<file path="config.mk">
export PLATFORM = sky130hd
export DESIGN_NAME = ttt_turn_scheduler
export DESIGN_NICKNAME = d
export VERILOG_FILES = /design/src/rtl/ttt_pkg.sv /design/src/rtl/ttt_turn_timer.sv /design/src/rtl/ttt_turn_scheduler.sv
export SDC_FILE = /design/constraint.sdc
export NUM_CORES = 1
export LEC_CHECK = 0
export BUFFER_PORTS_ARGS = -buffer_cell sky130_fd_sc_hd__buf_2
export CORE_MARGIN = 4
export CORE_UTILIZATION = 48
export CTS_CLUSTER_DIAMETER = 100
export DETAILED_ROUTE_END_ITERATION = 12
export HOLD_SLACK_MARGIN = 0.1
export PLACE_DENSITY = 0.79
export SLEW_MARGIN = 20
export SYNTH_ARGS = -nofsm -noshare
export SYNTH_HDL_FRONTEND = slang
export SYNTH_SLANG_ARGS = --single-unit
</file>
<file path="constraint.sdc">
create_clock -name clock -period 2.2 [get_ports clock]
set_clock_uncertainty 0.1 [all_clocks]
set_input_delay 0.11 -clock clock [delete_from_list [all_inputs] [get_ports clock]]
set_output_delay 0.11 -clock clock [all_outputs]
set_load 0.005 [all_outputs]
</file>
<file path="src/rtl/ttt_pkg.sv">
// ttt_pkg: shared state encoding, cell/result codes and move legality for the turn scheduler
package ttt_pkg;
  typedef enum logic [2:0] {
    IDLE, PL_WAIT, PL_WRITE, PL_CHECK, PC_WAIT, PC_WRITE, PC_CHECK, DONE
  } state_t;
  localparam logic [1:0] EMPTY    = 2'b00;
  localparam logic [1:0] PLAYER   = 2'b01;
  localparam logic [1:0] COMPUTER = 2'b10;
  localparam logic [1:0] DRAW     = 2'b11;
  localparam logic [3:0] MAX_POS  = 4'd8;
  // shift rather than part-select so out-of-range codes never index past the board
  function automatic logic legal(input logic [17:0] board, input logic [3:0] pos);
    logic [17:0] s;
    s = board >> {pos, 1'b0};
    return pos <= MAX_POS && s[1:0] == EMPTY;
  endfunction
  function automatic logic [1:0] turn_of(input state_t s);
    return (s inside {PL_WAIT, PL_WRITE, PL_CHECK}) ? PLAYER :
           (s inside {PC_WAIT, PC_WRITE, PC_CHECK}) ? COMPUTER : EMPTY;
  endfunction
endpackage

</file>
<file path="src/rtl/ttt_turn_timer.sv">
// ttt_turn_timer: counts cycles a side spends waiting; expire flags the last allowed cycle
module ttt_turn_timer #(
  parameter int TIMEOUT_CYCLES = 255
) (
  input  logic clock,
  input  logic reset,
  input  logic run,
  input  logic clear,
  output logic expire
);
  logic [7:0] count;
  always_ff @(posedge clock)
    count <= (!reset || clear) ? 8'd0 : run ? count + 8'd1 : count;
  assign expire = run && count == 8'(TIMEOUT_CYCLES - 1);
endmodule

</file>
<file path="src/rtl/ttt_turn_scheduler.sv">
// ttt_turn_scheduler: player/computer turn FSM with registered board-write commands.
// Define TTT_TURN_TIMEOUT_EN to forfeit a side that waits TIMEOUT_CYCLES in its turn.
module ttt_turn_scheduler
  import ttt_pkg::*;
#(
  parameter int TIMEOUT_CYCLES = 255
) (
  input  logic        clock,
  input  logic        reset,
  input  logic        new_game,
  input  logic        pl_req,
  input  logic [3:0]  pl_pos,
  input  logic        pc_req,
  input  logic [3:0]  pc_pos,
  input  logic [17:0] board,
  input  logic        win,
  input  logic        no_space,
  output logic        pl_ack,
  output logic        pc_ack,
  output logic        reject,
  output logic        wr_en,
  output logic [3:0]  wr_pos,
  output logic [1:0]  wr_who,
  output logic        board_clr,
  output logic [1:0]  turn,
  output logic [1:0]  result,
  output logic [3:0]  move_cnt
);
  state_t      state, state_n;
  logic        pl_ack_n, pc_ack_n, reject_n, wr_en_n, board_clr_n;
  logic [3:0]  wr_pos_n, move_cnt_n;
  logic [1:0]  wr_who_n, result_n;
  logic        expire;

`ifdef TTT_TURN_TIMEOUT_EN
  ttt_turn_timer #(.TIMEOUT_CYCLES(TIMEOUT_CYCLES)) u_timer (
    .clock  (clock),
    .reset  (reset),
    .run    (state == PL_WAIT || state == PC_WAIT),
    .clear  (state_n != state || pl_ack_n || pc_ack_n),
    .expire (expire)
  );
`else
  assign expire = 1'b0;
`endif

  always_comb begin
    state_n     = state;
    pl_ack_n    = 1'b0;
    pc_ack_n    = 1'b0;
    reject_n    = 1'b0;
    wr_en_n     = 1'b0;
    wr_pos_n    = 4'd0;
    wr_who_n    = EMPTY;
    board_clr_n = 1'b0;
    result_n    = result;
    move_cnt_n  = move_cnt;
    case (state)
      IDLE, DONE: if (new_game) begin
        state_n     = PL_WAIT;
        board_clr_n = 1'b1;
        result_n    = EMPTY;
        move_cnt_n  = 4'd0;
      end
      PL_WAIT: if (pl_req) begin
        pl_ack_n = 1'b1;
        if (legal(board, pl_pos)) begin
          state_n    = PL_WRITE;
          wr_en_n    = 1'b1;
          wr_pos_n   = pl_pos;
          wr_who_n   = PLAYER;
          move_cnt_n = move_cnt + 4'd1;
        end else
          reject_n = 1'b1;
      end else if (expire) begin
        state_n  = DONE;
        result_n = COMPUTER;
      end
      PL_WRITE: state_n = PL_CHECK;
      PL_CHECK: begin
        state_n  = (win || no_space) ? DONE : PC_WAIT;
        result_n = win ? PLAYER : no_space ? DRAW : result;
      end
      PC_WAIT: if (pc_req) begin
        pc_ack_n = 1'b1;
        if (legal(board, pc_pos)) begin
          state_n    = PC_WRITE;
          wr_en_n    = 1'b1;
          wr_pos_n   = pc_pos;
          wr_who_n   = COMPUTER;
          move_cnt_n = move_cnt + 4'd1;
        end else
          reject_n = 1'b1;
      end else if (expire) begin
        state_n  = DONE;
        result_n = PLAYER;
      end
      PC_WRITE: state_n = PC_CHECK;
      PC_CHECK: begin
        state_n  = (win || no_space) ? DONE : PL_WAIT;
        result_n = win ? COMPUTER : no_space ? DRAW : result;
      end
      default: state_n = IDLE;
    endcase
  end

  always_ff @(posedge clock) begin
    if (!reset) begin
      state     <= IDLE;
      pl_ack    <= 1'b0;
      pc_ack    <= 1'b0;
      reject    <= 1'b0;
      wr_en     <= 1'b0;
      wr_pos    <= 4'd0;
      wr_who    <= EMPTY;
      board_clr <= 1'b0;
      turn      <= EMPTY;
      result    <= EMPTY;
      move_cnt  <= 4'd0;
    end else begin
      state     <= state_n;
      pl_ack    <= pl_ack_n;
      pc_ack    <= pc_ack_n;
      reject    <= reject_n;
      wr_en     <= wr_en_n;
      wr_pos    <= wr_pos_n;
      wr_who    <= wr_who_n;
      board_clr <= board_clr_n;
      turn      <= turn_of(state_n);
      result    <= result_n;
      move_cnt  <= move_cnt_n;
    end
  end
endmodule

</file>
After elaboration in Yosys (flattened, before gate mapping):

Index checks and enable logic that the tools add are counted.

* output and inout bits: 19
* flip-flop bits (word level): 22
* bits of input ports: 33
* word-level logic and storage cells: 97

* equal/unequal tests: 18
* magnitude comparators: 2
* muxes and demuxes: 44
* reduce and logical (&&, ||, !) cells: 17
* shifts and indexed selects: 2
* add/subtract/negate cells: 1
* bitwise logic cells: 1

Operator list (count)
* $mux 4: 9
* $shr 18x5->2: 2
* $eq 3x3->1 const B: 7
* $pmux 3 s7: 1
* $mux 3: 6
* $mux 2: 8
* $mux 1: 14
* $eq 3x2->1 const B: 4
* $pmux 4 s3: 1
* $reduce_bool 3->1: 4
* $ne 2x2->1 const B: 5
* $le 4x4->1 const B: 2
* $pmux 4 s2: 1
* $reduce_and 2->1: 4
* $eq 3x1->1 const B: 2
* $pmux 2 s3: 1
* $reduce_and 6->1: 1
* $add 4x1->4 const B: 1
* $logic_not 2->1: 2
* $pmux 1 s2: 2
* $pmux 2 s2: 1
* $reduce_or 2->1: 2
* $logic_not 3->1: 1
* $logic_and 1x1->1: 2
* 2 further kinds: 2

Longest topological paths before layout:

* depth in word-level cells: 10
* mapped depth: 8
* mapped depth without buffers: 6

Least setup slack after synthesis:

No wires, ideal clock.

* path kind: input to register
* from: input pc_pos[0]
* to: register turn[1]
* data arrival time: 1619 ps
* data required time: 1980 ps
* stages: 8
* slack: 361 ps
* library setup time: 120 ps
* path buffers: 2
* path through: buf_6 o41ai_2 o41ai_1 nor4_2 and4_1 buf_6 o31ai_2 o31a_1

* cells in the longest elaborated chain, start to end: 9
* elaborated cells on any way between the ends: 17
* classes of those cells: order compare (1); eq/ne (6); shift (1); mux (4); reduce/logical (5)

Ends and longest elaborated chain
* start: declaration: line ttt_turn_scheduler.sv:14 `input logic [3:0] pc_pos,`
* $shr 18x5->2: line ttt_pkg.sv:14 `s = board >> {pos, 1'b0};`
* $logic_not 2->1: line ttt_pkg.sv:15 `return pos <= MAX_POS && s[1:0] == EMPTY;`
* $logic_and 1x1->1 *: line ttt_pkg.sv:15
* $mux 3 *: line ttt_turn_scheduler.sv:86 `if (legal(board, pc_pos)) begin`
* $mux 3 *: line ttt_turn_scheduler.sv:84 `PC_WAIT: if (pc_req) begin`
* $pmux 3 s7 *: line ttt_turn_scheduler.sv:58 `case (state)`
* $eq 3x3->1 (tied with other cells): line ttt_pkg.sv:19 `(s inside {PC_WAIT, PC_WRITE, PC_CHECK}) ? COMPUTER : EMPTY;`
* $reduce_bool 3->1, on equally long branches: line ttt_pkg.sv:19, ttt_pkg.sv:18
* $mux 2 or $reduce_or 2->1 (tied branches)
* end signal: assignment: line ttt_turn_scheduler.sv:129 `turn <= turn_of(state_n);`
* end: declaration: line ttt_turn_scheduler.sv:25 `output logic [1:0] turn,`

Mark *: on every way between the ends. The rest lies on a longest branch, timed or not.
A chain may end at the register's enable or synchronous reset.

Worst setup path after layout:

* from: input pc_pos[2]
* to: register move_cnt[3]

* cells in the longest elaborated chain, start to end: 5
* elaborated cells on any way between the ends: 6
* classes of those cells: order compare (1); eq/ne (1); shift (1); reduce/logical (3)

Ends and longest elaborated chain
* $shr 18x5->2: line ttt_pkg.sv:14
* $logic_not 2->1: line ttt_pkg.sv:15
* $logic_and 1x1->1 *: line ttt_pkg.sv:15
* $ne 2x2->1 (no line) *
* $reduce_and 6->1 (no line) *
* end signal: assignment: line ttt_turn_scheduler.sv:131 `move_cnt <= move_cnt_n;`
* end: declaration: line ttt_turn_scheduler.sv:27 `output logic [3:0] move_cnt`

Marked as above.

==> metrics.md <==
| Metric | Value |
|---|---|
| Slew @ Worst Pin | between 0.4 and 0.5 ns |
| Internal power | just over 600 µW |
| Placer Congestion | between 0.8 and 0.9 |
| DP HPWL | roughly 2.8 mm |
| PortBufs | 51 |
| Die width | 60.8 µm |
| Critical path required time | roughly 2.3 ns |
| Core area | 2570 µm² |
| Insertion delay to the later sink of the worst-skew pair | a little over 0.3 ns |
| Clock root buffer | clkbuf_4 |
| Via count | 1554 |
| Remaining global-route overflow | 0 |
| Crit path arrival time | 2.24 ns |
| Tot GR Track Use | 22.9% |
| Most common cell after layout, fill and taps aside | buf_2 |
| Mapped Area | ~1300 µm² |
| Cell count after synthesis | between 150 and 200 |
| CTS tree | built |
| Main synth FF type | dfxtp_1 |
| Antenna viol nets, final | 0 |
| Slowest CP cell | dlygate4sd3_1 |
| Layout area overhead | 34.4% |
| Fmax | 469 MHz |
| Vias in the first global route | about 1500 |
| Run status | finished clean |
| Clk pwr share | about a quarter |
| Hold Fails Final Rpt | 0 |
| Initial core utilization | 52.2% |
| Yosys Warn Count | 0 |
| Number of max-cap violations | 0 |
| DR iter-0 viols | between 100 and 150 |
| Switching share of power | about 28% |
| Synth unique cells | 56 |
| CTS sink count | 22 |
| CP endpoint kind | flip-flop |
| Hold crit path type | input pin to flip-flop |
| Leakage Power | 0.000800 µW |
| Tcrit/Tclk final | 96.8% |
| Num ports | between 50 and 60 |
| Flops & latches, synth | 22 |
| # nets final | 260 |
| FFs w/ async S/R, synth | 0% |
| Number of synthesized flops with an enable pin | 0 |
| Die H | 60.8 µm |
| Net Switching | 242 µW |
| Final Instance Area | 1800 µm² |
| Initial antenna violation count | 0 |
| Final WS setup | 0.0696 ns |
| CP startpoint kind | input pin |
| Commonest cells after routing, fill and taps aside | buf_2 (51), dfxtp_1 (21), nor2_1 (20) |
| Syn avg cell area | 8.54 µm² |
| WL/cell | between 15 and 20 µm |
| DR pass1 iterations | 4 |
| CTS clk-pin slew, worst paths | 0.12 ns |
| CP max FO | 4 |
| Residual DRC | 0 |
| Vias per Instance | 6.09 |
| Sequential power share | 49.6% |
| Cts bufs inserted | 3 |
| Critical path class | input pin to flip-flop |
| Diode count | 0 |
| Max rail drop VDD | around 0.47 mV |
| Largest net degree at the start of global routing | 15 |
| Logic pwr share | 24.1% |
| Total Routed Length | slightly below 4 mm |
| Placement Cell Area | 1630 µm² |
| PwrDens | roughly 470 nW/µm² |
| Flop-to-flop setup slack | 0.31 ns |
| CTS H-tree lvls | 1 |
| Rel. slew slack | 66.7% |
| Core Rows | 18 |
| Final min period | 2.13 ns |
| Mapped Nets | 191 |
| Pre-CTS setup slack | 0.152 ns |
| Share of cells above drive strength 1 | 35.1% |
| Global-route wire length before repair | roughly 6.5 mm |
| Setup-failing EPs final | 0 |
| Final slew viol count | 0 |
| Clk buf depth | 2 |
| Die Area | roughly 3700 µm² |
| Crit-path cells | dlygate4sd3_1 -> buf_2 -> inv_1 -> a2111oi_0 -> nor4_2 -> a311oi_2 -> buf_4 -> a21o_1 -> a32o_1 |
| Sequential area share after synthesis | 32.9% |
| Worst path max stage delay | 0.53 ns |
-- per-stage QoR --
| stage | cells | TNS [ns] | util [%] | hold slack (ns) | power, µW |
|---|---|---|---|---|---|
| 2_1_floorplan | 157 | 0 | - | 0.126 | 541 |
| 3_3_place_gp | 239 | 0 | 63.3 | 0.304 | 606 |
| 3_5_place_dp | 239 | 0 | 63.3 | 0.312 | 613 |
| 4_1_cts | 254 | 0 | 69.0 | 0.115 | 851 |
| 5_1_grt | 255 | -0.0229 | 70.1 | 0.153 | 896 |
| 6_report | 255 | 0 | 70.1 | 0.119 | 852 |
-- synthesized netlist by cell type (3+ instances only) --
| cell | n | area [µm²] |
|---|---|---|
| dfxtp_1 | 22 | 440 |
| nand2_1 | 8 | 30.0 |
| nor2b_1 | 3 | 18.8 |
| nor2_1 | 20 | 75.1 |
| a21oi_1 | 10 | 50.1 |
| nand2b_1 | 3 | 18.8 |
| nor3_1 | 5 | 25.0 |
| mux2i_1 | 3 | 30.0 |
| buf_6 | 3 | 33.8 |
| nand3_1 | 6 | 30.0 |
| and2_1 | 3 | 18.8 |
| inv_1 | 8 | 30.0 |
| o22ai_1 | 3 | 18.8 |
| a22oi_1 | 4 | 30.0 |
| o21ai_1 | 3 | 15.0 |
-- metal layers --
metal  up-vias  track usage, %  routed length, µm
li1        728               -                  -
met4         0            9.29                 87
met3        13            4.47                369
met1       733            27.4               1530
met2        80            39.8               1980
met5         -               0                  0
-- area by class of cell --
type / instances / area [µm²]
Clock buffer: 4 / 36.3
Sequential cell: 22 / 442
Timing Repair Buffer: 71 / 433
Multi-Input combinational cell: 117 / 811
Tap cell: 30 / 37.5
Fill cell: 216 / 767
Inverter: 11 / 41.3
-- flip-flops by register name (all words and copies together), names as in the netlist --
name / count
turn: 2
wr_en: 1
reject: 1
pc_ack: 1
state: 3
wr_pos: 4
wr_who: 2
result: 2
move_cnt: 4
board_clr: 1
pl_ack: 1
-- kinds of logic (layout without fill, tap and decap cells) --
kind of cell / count (synthesis) / count (layout) / share of synthesized area [%]
and+or+nand+nor: 59 / 59 / 23.1
AOI/OAI and AO/OA: 50 / 50 / 28.1
DFF: 22 / 22 / 32.9
buffers and inverters: 18 / 86 / 8.12
muxes: 5 / 5 / 5.60
xor gates and xnor gates: 2 / 2 / 1.31
adders and majority gates: 1 / 1 / 0.934
-- path summary, 6_finish.rpt --
| path | from | to | cells after the start |
|---|---|---|---|
| max | pc_pos[2] | move_cnt[3] | 9 |
| min | no_space | result[0] | 3 |
| max reg2reg | state[0] | turn[0] | 6 |
| min reg2reg | result[0] | result[0] | 2 |
-- power groups by stage --
stage               Combinational [µW]  Clock (µW)  Sequential, µW
global route                       226         245             425
floorplan                          114           0             428
finish                             205         224             423
CTS                                198         231             422
global placement                   176           0             430
detailed placement                 182           0             431
-- timing repair --
action	4_1_cts	5_1_grt
setup endpoints to repair	0	5
setup buffers	0	1
hold buffers	11	0
gates resized for setup	0	5
hold endpoints to repair	15	0
-- worst max-delay path, delay by kind of cell --
kind,cells,cell delay (ns)
buf+inv,4,0.98
compound gates,4,0.71
simple gates,1,0.45
Note: power is estimated with default switching activity, not from simulation.
